==> config.mk <==
export PLATFORM = sky130hd
export DESIGN_NAME = spi_reg_access_sched
export DESIGN_NICKNAME = d
export VERILOG_FILES = /design/src/rtl/psec_spi_pkg.sv /design/src/rtl/spi_byte_fifo.sv /design/src/rtl/spi_reg_access_sched.sv
export SDC_FILE = /design/constraint.sdc
export NUM_CORES = 1
export LEC_CHECK = 0
export BUFFER_PORTS_ARGS = -buffer_cell sky130_fd_sc_hd__buf_2
export CAP_MARGIN = 10
export CORE_UTILIZATION = 55
export DETAILED_ROUTE_END_ITERATION = 16
export PLACE_DENSITY = 0.9
export SLEW_MARGIN = 20
export SYNTH_ARGS = -nofsm -noshare
export SYNTH_HDL_FRONTEND = slang
export SYNTH_HIERARCHICAL = 1
export SYNTH_SLANG_ARGS = --single-unit
==> constraint.sdc <==
create_clock -name iclk -period 4.1 [get_ports iclk]
set_input_delay 0.41 -clock iclk [delete_from_list [all_inputs] [get_ports iclk]]
set_output_delay 0.41 -clock iclk [all_outputs]
set_load 0.005 [all_outputs]
==> src/rtl/psec_spi_pkg.sv <==
`default_nettype none
// ============================================================================
//  Module      : psec_spi_pkg
//  Description : Shared types and default constants for the SPI register
//                access scheduler and its byte FIFO.
//                  byte_t  - one SPI / register-bank byte
//                  state_e - frame interpreter states
//  Revision    : 1.0 - initial release
// ============================================================================
package psec_spi_pkg;

   typedef logic [7:0] byte_t;

   typedef enum logic [2:0] {
      ST_IDLE     = 3'd0,   // waiting for the address byte of a frame
      ST_RD_ADDR  = 3'd1,   // readback read of the current pointer
      ST_ADDR_SET = 3'd2,   // pointer valid, waiting for a data byte
      ST_WR       = 3'd3,   // bank write of the latched data byte
      ST_INC      = 3'd4    // pointer auto-increment
   } state_e;

   localparam int unsigned DEF_FIFO_DEPTH = 4;
   localparam int unsigned DEF_STARVE_MAX = 4;
   localparam int unsigned DEF_NUM_REGS   = 32;

endpackage
`default_nettype wire

==> src/rtl/spi_byte_fifo.sv <==
`default_nettype none
// ============================================================================
//  Module      : spi_byte_fifo
//  Description : Small synchronous FIFO buffering SPI bytes in the iclk
//                domain. A push while full is dropped and flags overflow
//                (sticky until rstn); a push together with a pop while full
//                is accepted.
//  Ports       : iclk, rstn        - clock, async active-low reset
//                push, push_data   - write request and data
//                pop               - read request (ignored when empty)
//                pop_data          - head entry (combinational)
//                empty             - no entries stored
//                ovf               - sticky overflow flag
//  Revision    : 1.0 - initial release
// ============================================================================
module spi_byte_fifo #(
   parameter int unsigned DEPTH = 4,
   parameter int unsigned WIDTH = 9
) (
   input  logic             iclk,
   input  logic             rstn,
   input  logic             push,
   input  logic [WIDTH-1:0] push_data,
   input  logic             pop,
   output logic [WIDTH-1:0] pop_data,
   output logic             empty,
   output logic             ovf
);

   localparam int unsigned AW = (DEPTH > 1) ? $clog2(DEPTH) : 1;

   logic [WIDTH-1:0] r_mem [DEPTH];
   logic [AW-1:0]    r_wr_ptr;
   logic [AW-1:0]    r_rd_ptr;
   logic [AW:0]      r_count;
   logic             w_full;
   logic             w_push_ok;
   logic             w_pop_ok;

   assign empty     = (r_count == '0);
   assign w_full    = (r_count == (AW+1)'(DEPTH));
   assign w_pop_ok  = pop && !empty;
   // A full FIFO still accepts a byte when the head leaves in the same cycle.
   assign w_push_ok = push && (!w_full || w_pop_ok);
   assign pop_data  = r_mem[r_rd_ptr];

   always_ff @(posedge iclk) begin
      if (w_push_ok) begin
         r_mem[r_wr_ptr] <= push_data;
      end
   end

   always_ff @(posedge iclk or negedge rstn) begin
      if (!rstn) begin
         r_wr_ptr <= '0;
         r_rd_ptr <= '0;
         r_count  <= '0;
         ovf      <= 1'b0;
      end else begin
         if (w_push_ok) begin
            r_wr_ptr <= r_wr_ptr + AW'(1);
         end
         if (w_pop_ok) begin
            r_rd_ptr <= r_rd_ptr + AW'(1);
         end
         if (w_push_ok && !w_pop_ok) begin
            r_count <= r_count + (AW+1)'(1);
         end else if (!w_push_ok && w_pop_ok) begin
            r_count <= r_count - (AW+1)'(1);
         end
         if (push && !w_push_ok) begin
            ovf <= 1'b1;
         end
      end
   end

endmodule
`default_nettype wire

==> src/rtl/spi_reg_access_sched.sv <==
`default_nettype none
// ============================================================================
//  Module      : spi_reg_access_sched
//  Description : Frame interpreter between the SPI byte front-end and the
//                register bank. First byte of a frame is the address
//                pointer, every following byte is written at the pointer,
//                which then auto-increments. Each pointer value is read back
//                for the POCI shifter. The single bank port is shared with
//                an internal requester: SPI wins, but after STARVE_MAX
//                consecutive denials the internal request takes one cycle.
//  Ports       : iclk, rstn                      - clock, async reset
//                byte_valid/byte_data/frame_end  - SPI byte front-end
//                int_req/int_we/int_addr/int_wdata, int_gnt/int_rdata
//                                                - internal requester
//                rf_we/rf_re/rf_addr/rf_wdata/rf_rdata - bank port
//                poci_data/poci_load             - readback byte
//                fifo_ovf, busy                  - status
//                addr_err                        - only with the macro below
//  Options     : PSEC_ADDR_RANGE_CHECK_EN - suppress SPI accesses with
//                pointer >= NUM_REGS and pulse addr_err for each one.
//  Revision    : 1.0 - initial release
// ============================================================================
module spi_reg_access_sched
   import psec_spi_pkg::*;
#(
   parameter int unsigned FIFO_DEPTH = DEF_FIFO_DEPTH,
   parameter int unsigned STARVE_MAX = DEF_STARVE_MAX
`ifdef PSEC_ADDR_RANGE_CHECK_EN
   ,
   parameter int unsigned NUM_REGS   = DEF_NUM_REGS
`endif
) (
   input  logic  iclk,
   input  logic  rstn,
   input  logic  byte_valid,
   input  byte_t byte_data,
   input  logic  frame_end,
   input  logic  int_req,
   input  logic  int_we,
   input  byte_t int_addr,
   input  byte_t int_wdata,
   output logic  int_gnt,
   output byte_t int_rdata,
   output logic  rf_we,
   output logic  rf_re,
   output byte_t rf_addr,
   output byte_t rf_wdata,
   input  byte_t rf_rdata,
   output byte_t poci_data,
   output logic  poci_load,
   output logic  fifo_ovf,
`ifdef PSEC_ADDR_RANGE_CHECK_EN
   output logic  addr_err,
`endif
   output logic  busy
);

   localparam int unsigned SW = $clog2(STARVE_MAX + 1);

   state_e        r_state;
   byte_t         r_ptr;
   byte_t         r_data;
   logic [SW-1:0] r_starve;
   logic          r_new_frame;   // next pushed byte opens a new frame
   logic          r_spi_rd;      // current bank cycle is an SPI readback
`ifdef PSEC_ADDR_RANGE_CHECK_EN
   logic          r_rd_null;     // suppressed readback, return 0x00
   logic          w_out_range;
`endif

   logic [8:0]    w_head;
   logic          w_head_first;
   byte_t         w_head_byte;
   logic          w_empty;
   logic          w_pop;
   logic          w_spi_op;
   logic          w_int_win;

   // Each FIFO entry carries a frame-start tag so a byte of the next frame
   // queued behind the closing frame is never taken as data.
   spi_byte_fifo #(
      .DEPTH     (FIFO_DEPTH),
      .WIDTH     (9)
   ) u_fifo (
      .iclk      (iclk),
      .rstn      (rstn),
      .push      (byte_valid),
      .push_data ({r_new_frame, byte_data}),
      .pop       (w_pop),
      .pop_data  (w_head),
      .empty     (w_empty),
      .ovf       (fifo_ovf)
   );

   assign w_head_first = w_head[8];
   assign w_head_byte  = w_head[7:0];

   assign w_spi_op  = (r_state == ST_RD_ADDR) || (r_state == ST_WR);
   assign w_int_win = int_req && (!w_spi_op || (r_starve == SW'(STARVE_MAX)));

`ifdef PSEC_ADDR_RANGE_CHECK_EN
   assign w_out_range = (32'(r_ptr) >= NUM_REGS);
`endif

   assign int_rdata = (int_gnt && rf_re) ? rf_rdata : '0;
   assign busy      = (r_state != ST_IDLE) || !w_empty;

   always_comb begin
      w_pop = 1'b0;
      case (r_state)
         ST_IDLE:     w_pop = !w_empty;
         ST_ADDR_SET: w_pop = !w_empty && !w_head_first;
         default:     w_pop = 1'b0;
      endcase
   end

   always_ff @(posedge iclk or negedge rstn) begin
      if (!rstn) begin
         r_state     <= ST_IDLE;
         r_ptr       <= '0;
         r_data      <= '0;
         r_starve    <= '0;
         r_new_frame <= 1'b1;
         r_spi_rd    <= 1'b0;
         int_gnt     <= 1'b0;
         rf_we       <= 1'b0;
         rf_re       <= 1'b0;
         rf_addr     <= '0;
         rf_wdata    <= '0;
         poci_data   <= '0;
         poci_load   <= 1'b0;
`ifdef PSEC_ADDR_RANGE_CHECK_EN
         r_rd_null   <= 1'b0;
         addr_err    <= 1'b0;
`endif
      end else begin
         rf_we     <= 1'b0;
         rf_re     <= 1'b0;
         int_gnt   <= 1'b0;
         poci_load <= 1'b0;
         r_spi_rd  <= 1'b0;
`ifdef PSEC_ADDR_RANGE_CHECK_EN
         r_rd_null <= 1'b0;
         addr_err  <= 1'b0;
`endif

         // A byte arriving together with frame_end still belongs to the
         // closing frame, so frame_end takes priority over the clear.
         if (frame_end) begin
            r_new_frame <= 1'b1;
         end else if (byte_valid) begin
            r_new_frame <= 1'b0;
         end

         // Readback data is sampled at the end of the SPI read cycle.
         if (r_spi_rd) begin
            poci_data <= rf_rdata;
            poci_load <= 1'b1;
         end
`ifdef PSEC_ADDR_RANGE_CHECK_EN
         else if (r_rd_null) begin
            poci_data <= '0;
            poci_load <= 1'b1;
         end
`endif

         if (w_int_win) begin
            r_starve <= '0;
            int_gnt  <= 1'b1;
            rf_we    <= int_we;
            rf_re    <= !int_we;
            rf_addr  <= int_addr;
            if (int_we) begin
               rf_wdata <= int_wdata;
            end
         end else if (int_req) begin
            r_starve <= r_starve + SW'(1);
         end

         case (r_state)
            ST_IDLE: begin
               if (!w_empty) begin
                  r_ptr   <= w_head_byte;
                  r_state <= ST_RD_ADDR;
               end
            end
            ST_RD_ADDR: begin
               if (!w_int_win) begin
`ifdef PSEC_ADDR_RANGE_CHECK_EN
                  if (w_out_range) begin
                     r_rd_null <= 1'b1;
                     addr_err  <= 1'b1;
                  end else begin
                     rf_re    <= 1'b1;
                     rf_addr  <= r_ptr;
                     r_spi_rd <= 1'b1;
                  end
`else
                  rf_re    <= 1'b1;
                  rf_addr  <= r_ptr;
                  r_spi_rd <= 1'b1;
`endif
                  r_state <= ST_ADDR_SET;
               end
            end
            ST_ADDR_SET: begin
               if (!w_empty) begin
                  if (w_head_first) begin
                     r_state <= ST_IDLE;
                  end else begin
                     r_data  <= w_head_byte;
                     r_state <= ST_WR;
                  end
               end else if (r_new_frame) begin
                  r_state <= ST_IDLE;
               end
            end
            ST_WR: begin
               if (!w_int_win) begin
`ifdef PSEC_ADDR_RANGE_CHECK_EN
                  if (w_out_range) begin
                     addr_err <= 1'b1;
                  end else begin
                     rf_we    <= 1'b1;
                     rf_addr  <= r_ptr;
                     rf_wdata <= r_data;
                  end
`else
                  rf_we    <= 1'b1;
                  rf_addr  <= r_ptr;
                  rf_wdata <= r_data;
`endif
                  r_state <= ST_INC;
               end
            end
            ST_INC: begin
               r_ptr   <= r_ptr + 8'd1;
               r_state <= ST_RD_ADDR;
            end
            default: r_state <= ST_IDLE;
         endcase
      end
   end

endmodule
`default_nettype wire

==> impl_results.md, run 1 <==
- Result of the run: completed
- Final layout net count: 447
- Mean Syn Cell Area: 13.5 um^2
- Nets in the synthesized netlist: 376
- # DRC: 0
- Worst Max-Slew Pin Slew: 762 ps
- Met2 usage in global routing: between 30% and 40%
- Tmin final: roughly 3400 ps
- Cell accounting for the most synthesized area: dfrtp_1
- Count of distinct cell types in the synthesized netlist: 59
- First-pass GRT wire length: 14000 um
- Final setup fails: 0
- Number of vias per cell: 5.92
- Worst rel slew slack: 49.2%
- Setup Buffers After CTS: 0
- Insertion delay to the later sink of the worst-skew pair: ~360 ps
- Worst setup path class: register to register
- Die Footprint: 0.00843 mm^2
- Global-route congestion overflow total: 0
- Arrival time worst endpoint: 3690 ps
- Sinks on Clock Net: 96
- Share of the yosys chip area belonging to registers: a little under 60%
- Largest driver fanout on the critical path: 11
- Crit path largest cell delay: around 520 ps
- Power density normalized to cell area: 752 mW/mm^2
- Number of global-route vias before repair: 2871
- Total routed wirelength: 8520 um
- Max rail drop VDD: 0.352 mV
- Pin count of the biggest net entering global routing: 54
- Clock buffers created by TritonCTS: 9
- Cell-by-cell listing of the critical path: buf_4 -> mux4_2 -> nor2_1 -> nand3_1 -> buf_4 -> o31ai_1 -> nor4b_4 -> nor2b_1 -> ha_1 -> inv_1 -> fa_1 -> xor2_1 -> nor2_1 -> xor2_1
- Row count: 32
- Post-synth EDFFs: 36
- Pins Over Slew Limit: 0
- PostCTS Resize Cnt: 0
- Warnings from Yosys: 6
- Cells after synthesis: between 300 and 400
- Portion of synthesized cell area occupied by the leading cell type: 33.3%
- Post-Route Setup TNS: 0 ps
- Filler Cell Count: 580
- Remaining antenna violation count: 0
- Fraction of met1 tracks used by global routing: between 20 and 30%
- Global router's overall resource usage: 21.6%
- Max Clock Skew: 10.1 ps
- Buffer type at the clock tree root: clkbuf_8
- Cell leakage power: approximately 2.2 nW
- Worst EP required: 4380 ps
- GR Util met3: under 10%
- Final Power: 3.79 mW
- Initial detailed-routing violation count: 190
- Final hold viol count: 0
- Number of antenna repair diodes: 0
- Layout overhead on the synthesized area: 13.6%
- Number of hold buffers added after cts: 1
- Overall die width: 91.8 um
- CTS H-tree depth: 3
- Fraction of the cycle the final worst path needs: between 80% and 90%
- Flip-flop and latch count after synthesis: 96
- Initial core utilization: 57.1%
- GPL Wtd Cong: 0.835
- Most Crowded Layer GR: met2
- Via count: 2998
- RSZ-0062 raised after global routing: false
- Total I/O pin count: 76
- Most frequent standard cell in the layout excluding fill and tap cells: buf_2
- Max-cap viol count: 0
- CTS tree: built
- Startpoint type of the worst setup path: register
- Fraction of final layout cells sized beyond drive strength 1: between 30% and 40%
- Die span in y: 91.8 um
- Predominant post-synthesis flop cell: dfrtp_1
- Average routed wire per standard cell: 16.8 um
- Core region area: 0.00777 mm^2
- Post-detailed-placement half-perimeter wirelength: 6270 um
- Max Fclk: 0.294 GHz
- Buffers added on ports: 75
- Initial antenna violation count: 0
- Worst-path clk slew: 80 ps
- Async set-reset flop share out of synthesis: 62.5%
- Largest cells by area after synthesis: dfrtp_1 33%, edfxtp_1 24%, mux2_2 8.1%, mux4_2 4.6%, ha_1 2.3%
- Element type at the critical path end: register
- Cell area after technology mapping: 0.00444 mm^2
- First-pass DRT Iterations: 4
- Most frequent cells in the layout: 75 x buf_2, 59 x dfrtp_1, 36 x edfxtp_1
- Maximum root-to-sink buffer count: 2
- Crit-path slowest cell: mux4_2
- Hold crit path type: input port to register
where the power goes:
part | leakage, nW | internal (mW) | total (mW) | switching [mW]
Sequential | 1.04 | 1.38 | 1.73 | 0.346
Combinational | 1.05 | 0.793 | 1.51 | 0.722
Clock | 0.0848 | 0.224 | 0.549 | 0.324
per-stage QoR:
| step | setup WS (ps) | utilization, % | cell area (um^2) | std cells | hold slack [ps] |
|---|---|---|---|---|---|
| finish | 693 | 64.9 | 5040 | 506 | 243 |
| global route | 423 | 64.9 | 5040 | 506 | 246 |
| CTS | 659 | 64.9 | 5040 | 506 | 234 |
| detailed placement | 680 | 62.6 | 4860 | 490 | 259 |
| global placement | 841 | 62.6 | 4860 | 490 | 254 |
| floorplan | 1110 | - | 4440 | 329 | 114 |
cell usage after synthesis, drive strengths merged, types with 3 or more instances:
| master | n |
|---|---|
| clkbuf | 7 |
| nor3 | 11 |
| xor2 | 3 |
| a311oi | 10 |
| edfxtp | 36 |
| inv | 25 |
| xnor2 | 4 |
| o21ai | 8 |
| nand3 | 5 |
| nand4 | 4 |
| mux4 | 9 |
| a31oi | 3 |
| dfrtp | 59 |
| nand2 | 8 |
| a21o | 4 |
| mux2 | 34 |
| and3 | 11 |
| and2 | 5 |
| a211oi | 10 |
| nor2 | 6 |
| nor4 | 3 |
| ha | 8 |
| buf | 13 |
| nand2b | 3 |
| a21oi | 4 |
per-layer routing:
layer  wire length [um]  vias to the layer above
met3                524                       14
met1               3650                     1489
met2               4220                      122
met5                  0                        -
met4                121                        0
li1                   -                     1373
worst paths after layout:
check                                    from           endpoint  slack, ps  cells after the start
setup / recovery           u_fifo/r_rd_ptr[0]  u_fifo/r_count[2]        690                     14
hold / removal                      frame_end        r_new_frame        240                      2
setup reg to reg           u_fifo/r_rd_ptr[0]  u_fifo/r_count[2]        690                     14
hold reg to reg                    u_fifo/ovf         u_fifo/ovf        480                      1
max in group asynchronous                rstn         u_fifo/ovf       2800                      3
min in group asynchronous                rstn        rf_wdata[0]        400                      2
worst max-delay path: cells and delay by family, from the launching register on:
| kind | cells | cell delay, ps |
|---|---|---|
| AO/OA/AOI/OAI | 1 | 170 |
| XOR/XNOR | 2 | 310 |
| adder cells (fa/ha/maj) | 2 | 650 |
| buffers and inverters | 3 | 490 |
| flip-flops | 1 | 340 |
| multiplexers | 1 | 520 |
| AND/OR/NAND/NOR | 5 | 840 |
registers in the layout (all words and copies together) (netlist names), 2 cells and up:
register,count
poci_data,8
r_data,8
r_ptr,8
r_starve,3
r_state,3
rf_addr,8
rf_wdata,8
u_fifo/r_count,3
u_fifo/r_mem,36
u_fifo/r_rd_ptr,2
u_fifo/r_wr_ptr,2
cell families after synthesis:
| group | after synthesis | share of synthesized area, % |
|---|---|---|
| compound gates | 56 | 9.81 |
| xor+xnor | 7 | 1.38 |
| fa+ha+maj | 9 | 2.71 |
| buf+inv | 45 | 4.54 |
| flops | 96 | 58.2 |
| mux | 43 | 13.3 |
| simple gates | 73 | 10.0 |
cell type report:
| cell class | count | area (um^2) | area share (%) |
|---|---|---|---|
| multi-input cells | 188 | 1650 | 32.8 |
| clock inverters | 5 | 42.5 | 0.844 |
| well taps | 102 | 128 | 2.53 |
| repair buffers | 80 | 415 | 8.24 |
| inverters | 25 | 93.8 | 1.86 |
| flip-flops and latches | 96 | 2580 | 51.2 |
| clock buffers | 10 | 128 | 2.53 |
No activity file was read; power rests on OpenSTA's default activity.
==> run 2, diff against run 1 <==
--- a/config.mk
+++ b/config.mk
@@ -7,9 +7,9 @@
 export LEC_CHECK = 0
 export BUFFER_PORTS_ARGS = -buffer_cell sky130_fd_sc_hd__buf_2
 export CAP_MARGIN = 10
-export CORE_UTILIZATION = 55
+export CORE_UTILIZATION = 50
 export DETAILED_ROUTE_END_ITERATION = 16
-export PLACE_DENSITY = 0.9
+export PLACE_DENSITY = 0.87
 export SLEW_MARGIN = 20
 export SYNTH_ARGS = -nofsm -noshare
 export SYNTH_HDL_FRONTEND = slang
==> constraint.sdc (replaced) <==
create_clock -name iclk -period 3.1 [get_ports iclk]
set_input_delay 0.31 -clock iclk [delete_from_list [all_inputs] [get_ports iclk]]
set_output_delay 0.31 -clock iclk [all_outputs]
set_load 0.005 [all_outputs]
==> run 2 against run 1 <==
  * Clock skew is 1.7 ps lower
  * Sequential power grew 28%
  * Power grew 41%
  * Sequential cell count unchanged
  * Critical endpoint unchanged
  * Cell count is 2.4% higher
  * Largest power group unchanged
==> impl_results.md, run 2 (synthesis results as in run 1) <==
- Insertion delay to the later sink of the worst-skew pair: 360 ps (about the same)
- RSZ-0062 raised after global routing: false
- Initial core utilization: 51.4% (-5.7 points)
- Register area: 0.00258 mm^2 (unchanged)
- Setup Buffers After CTS: 0 (unchanged)
- Post-placement cell count: 501 (+2.2%)
- Average routed wire per standard cell: 17.3 um (+2.5%)
- Die span in y: 96.2 um (+4.8%)
- Tmin final: 2800 ps (-603 ps)
- Max layer used: met4
- Worst rel slew slack: 44.5% (-4.7 points)
- Global-route congestion overflow total: 0 (unchanged)
- Die Footprint: 0.00925 mm^2 (+9.8%)
- Max-cap viol count: 0 (unchanged)
- Core region area: 0.00864 mm^2 (+11%)
- Via count: 3026 (+0.93%)
- Buffers added on ports: 75 (unchanged)
- End-of-flow core utilization: 59.8% (-5.1 points)
- Slack of the worst reg-to-reg path: 300 ps (-400 ps)
- Cell leakage power: 2.23 nW (+2.8%)
- Worst setup path class: register to register
- Number of global-route vias before repair: 3025 (+5.4%)
- Post-Route Setup TNS: 0 ps (unchanged)
- Worst Max-Slew Pin Slew: 832 ps (+70.0 ps)
- Startpoint type of the worst setup path: register
- Largest driver fanout on the critical path: 10 (-1)
- Startpoint of the tightest hold check path: frame_end
- Global router's overall resource usage: 21.1% (-0.45 points)
- Total routed wirelength: 8940 um (+5.0%)
- Maximum root-to-sink buffer count: 2 (unchanged)
- Most frequent standard cell in the layout excluding fill and tap cells: buf_2
- Final setup fails: 0 (unchanged)
- CTS H-tree depth: 3 (unchanged)
- Row count: 34 (+6.3%)
- Initial antenna violation count: 0 (unchanged)
- Hold crit path type: input port to register
- Sinks on Clock Net: 96 (unchanged)
- CTS tree: built
- End point of the worst hold path: r_new_frame
- Clock buffers created by TritonCTS: 9 (unchanged)
- Worst flop-to-flop path endpoint: u_fifo/r_count[2]
- Overall die width: 96.2 um (+4.8%)
- Post-detailed-placement half-perimeter wirelength: 6480 um (+3.3%)
- Met3 routed WL: 476 um (-9.2%)
- Initial detailed-routing violation count: 184 (-3.2%)
- # DRC: 0 (unchanged)
- Most frequent cells in the layout: 74 x buf_2, 59 x dfrtp_1, 36 x edfxtp_1
- Final layout net count: 452 (+1.1%)
- Depth of the worst register-to-register path: 12 (-2)
- Pin count of the biggest net entering global routing: 49 (-9.3%)
- Number of antenna repair diodes: 0 (unchanged)
- Beginning of the worst register-to-register path: u_fifo/r_rd_ptr[1]
- Register ranked first by flip-flop count: u_fifo/r_mem
- Max rail drop VDD: 0.542 mV (+54%)
- Non-filler cells in the finished layout: 518 (+2.4%)
- Remaining antenna violation count: 0 (unchanged)
- Hold path depth: 2 (unchanged)
- Layout overhead on the synthesized area: 16.5%
- Filler Cell Count: 676 (+17%)
- First-pass DRT Iterations: 4 (unchanged)
- Max Fclk: 0.357 GHz (+21%)
- Worst EP required: 3400 ps (-980 ps)
- PostCTS Resize Cnt: 0 (unchanged)
- Worst-path clk slew: 90 ps (about the same)
- Flip-flop count of the largest register after layout: 36 (unchanged)
- Total I/O pin count: 76 (unchanged)
- Crit path largest cell delay: 640 ps (+120 ps)
- Crit-path slowest cell: dfrtp_1
- Pins Over Slew Limit: 0 (unchanged)
- Number of vias per cell: 5.84 (-1.4%)
- Max Clock Skew: 8.47 ps (-1.68 ps)
- Fraction of the cycle the final worst path needs: 90.5% (+7.4 points)
- Fraction of final layout cells sized beyond drive strength 1: 36.3% (+1.2 points)
- Met1 wire length: 3750 um (+2.7%)
- First-pass GRT wire length: 14500 um (+3.8%)
- Result of the run: completed
- GPL Wtd Cong: 0.851 (+1.9%)
- Arrival time worst endpoint: 3100 ps (-590 ps)
- Area used by multi-input combinational logic: 0.00165 mm^2 (unchanged)
- Final hold viol count: 0 (unchanged)
- Buffer type at the clock tree root: clkbuf_8
- Power density normalized to cell area: 1030 mW/mm^2 (+38%)
- Detail Route met2 WL: 4530 um (+7.4%)
- Cell-by-cell listing of the critical path: mux4_2 -> nor2_1 -> nand3_1 -> o31ai_1 -> nor4b_4 -> nor2b_1 -> ha_1 -> inv_1 -> fa_1 -> xor2_1 -> nor2_1 -> xor2_1
- Element type at the critical path end: register
==> run 2: cell count changes in the layout (fill, tap and decap cells not counted) <==
cell	delta
clkinvlp_2	-1
clkinvlp_4	+1
buf_2	-1
bufinv_16	+3
clkbuf_1	-1
buf_4	+6
clkinv_4	-2
inv_6	+2
inv_8	-1
==> run 2: power breakdown <==
part / switching, mW / total, mW / internal (mW)
Sequential: 0.391 / 2.22 / 1.83
Clock: 0.439 / 0.983 / 0.544
Combinational: 1.06 / 2.14 / 1.08
==> run 2: how the worst max path moves through the flow <==
stage                            start                end  slack (ps)  cells past startpoint
floorplan            u_fifo/r_count[0]  u_fifo/r_count[1]         110                     12
global placement    u_fifo/r_rd_ptr[1]  u_fifo/r_count[2]         430                     12
detailed placement  u_fifo/r_rd_ptr[1]  u_fifo/r_count[2]         310                     12
CTS                 u_fifo/r_rd_ptr[1]  u_fifo/r_count[2]         290                     12
global route        u_fifo/r_rd_ptr[1]  u_fifo/r_count[2]         100                     12
finish              u_fifo/r_rd_ptr[1]  u_fifo/r_count[2]         300                     12
==> run 2: metrics by stage <==
step / setup slack (ps) / total power, mW / hold slack [ps] / area (um^2)
floorplan: 112 / 3.70 / 14.4 / 4440
global placement: 429 / 4.23 / 478 / 4910
detailed placement: 306 / 4.37 / 463 / 4910
CTS: 292 / 5.36 / 112 / 5150
global route: 101 / 5.71 / 124 / 5170
finish: 296 / 5.34 / 127 / 5170
==> run 2: what timing repair did <==
item | CTS | global route
setup endpoints to repair | 0 | 0
hold buffers | 0 | 1
endpoints found under the hold margin | 0 | 12
==> run 2: cell type report <==
cell class / instances / area share (%)
Clock buffer: 9 / 2.40
Clock inverter: 7 / 2.40
Sequential cell: 96 / 50.0
Tap cell: 108 / 2.62
Multi-Input combinational cell: 188 / 32.0
Timing Repair Buffer: 85 / 8.81
Inverter: 25 / 1.82
==> run 2: routing by layer <==
metal	GRT usage, %	up-vias
li1	-	1386
met1	26.6	1511
met2	35.4	111
met3	4.50	18
met4	8.71	0
met5	0	-
==> run 2: critical path, delay by kind of cell, from the launching register on <==
kind                     cells  cell delay (ps)
XOR/XNOR                     2              300
multiplexers                 1              390
AO/OA/AOI/OAI                1              180
buffers and inverters        1               60
AND/OR/NAND/NOR              5              600
adder cells (fa/ha/maj)      2              570
flip-flops                   1              640
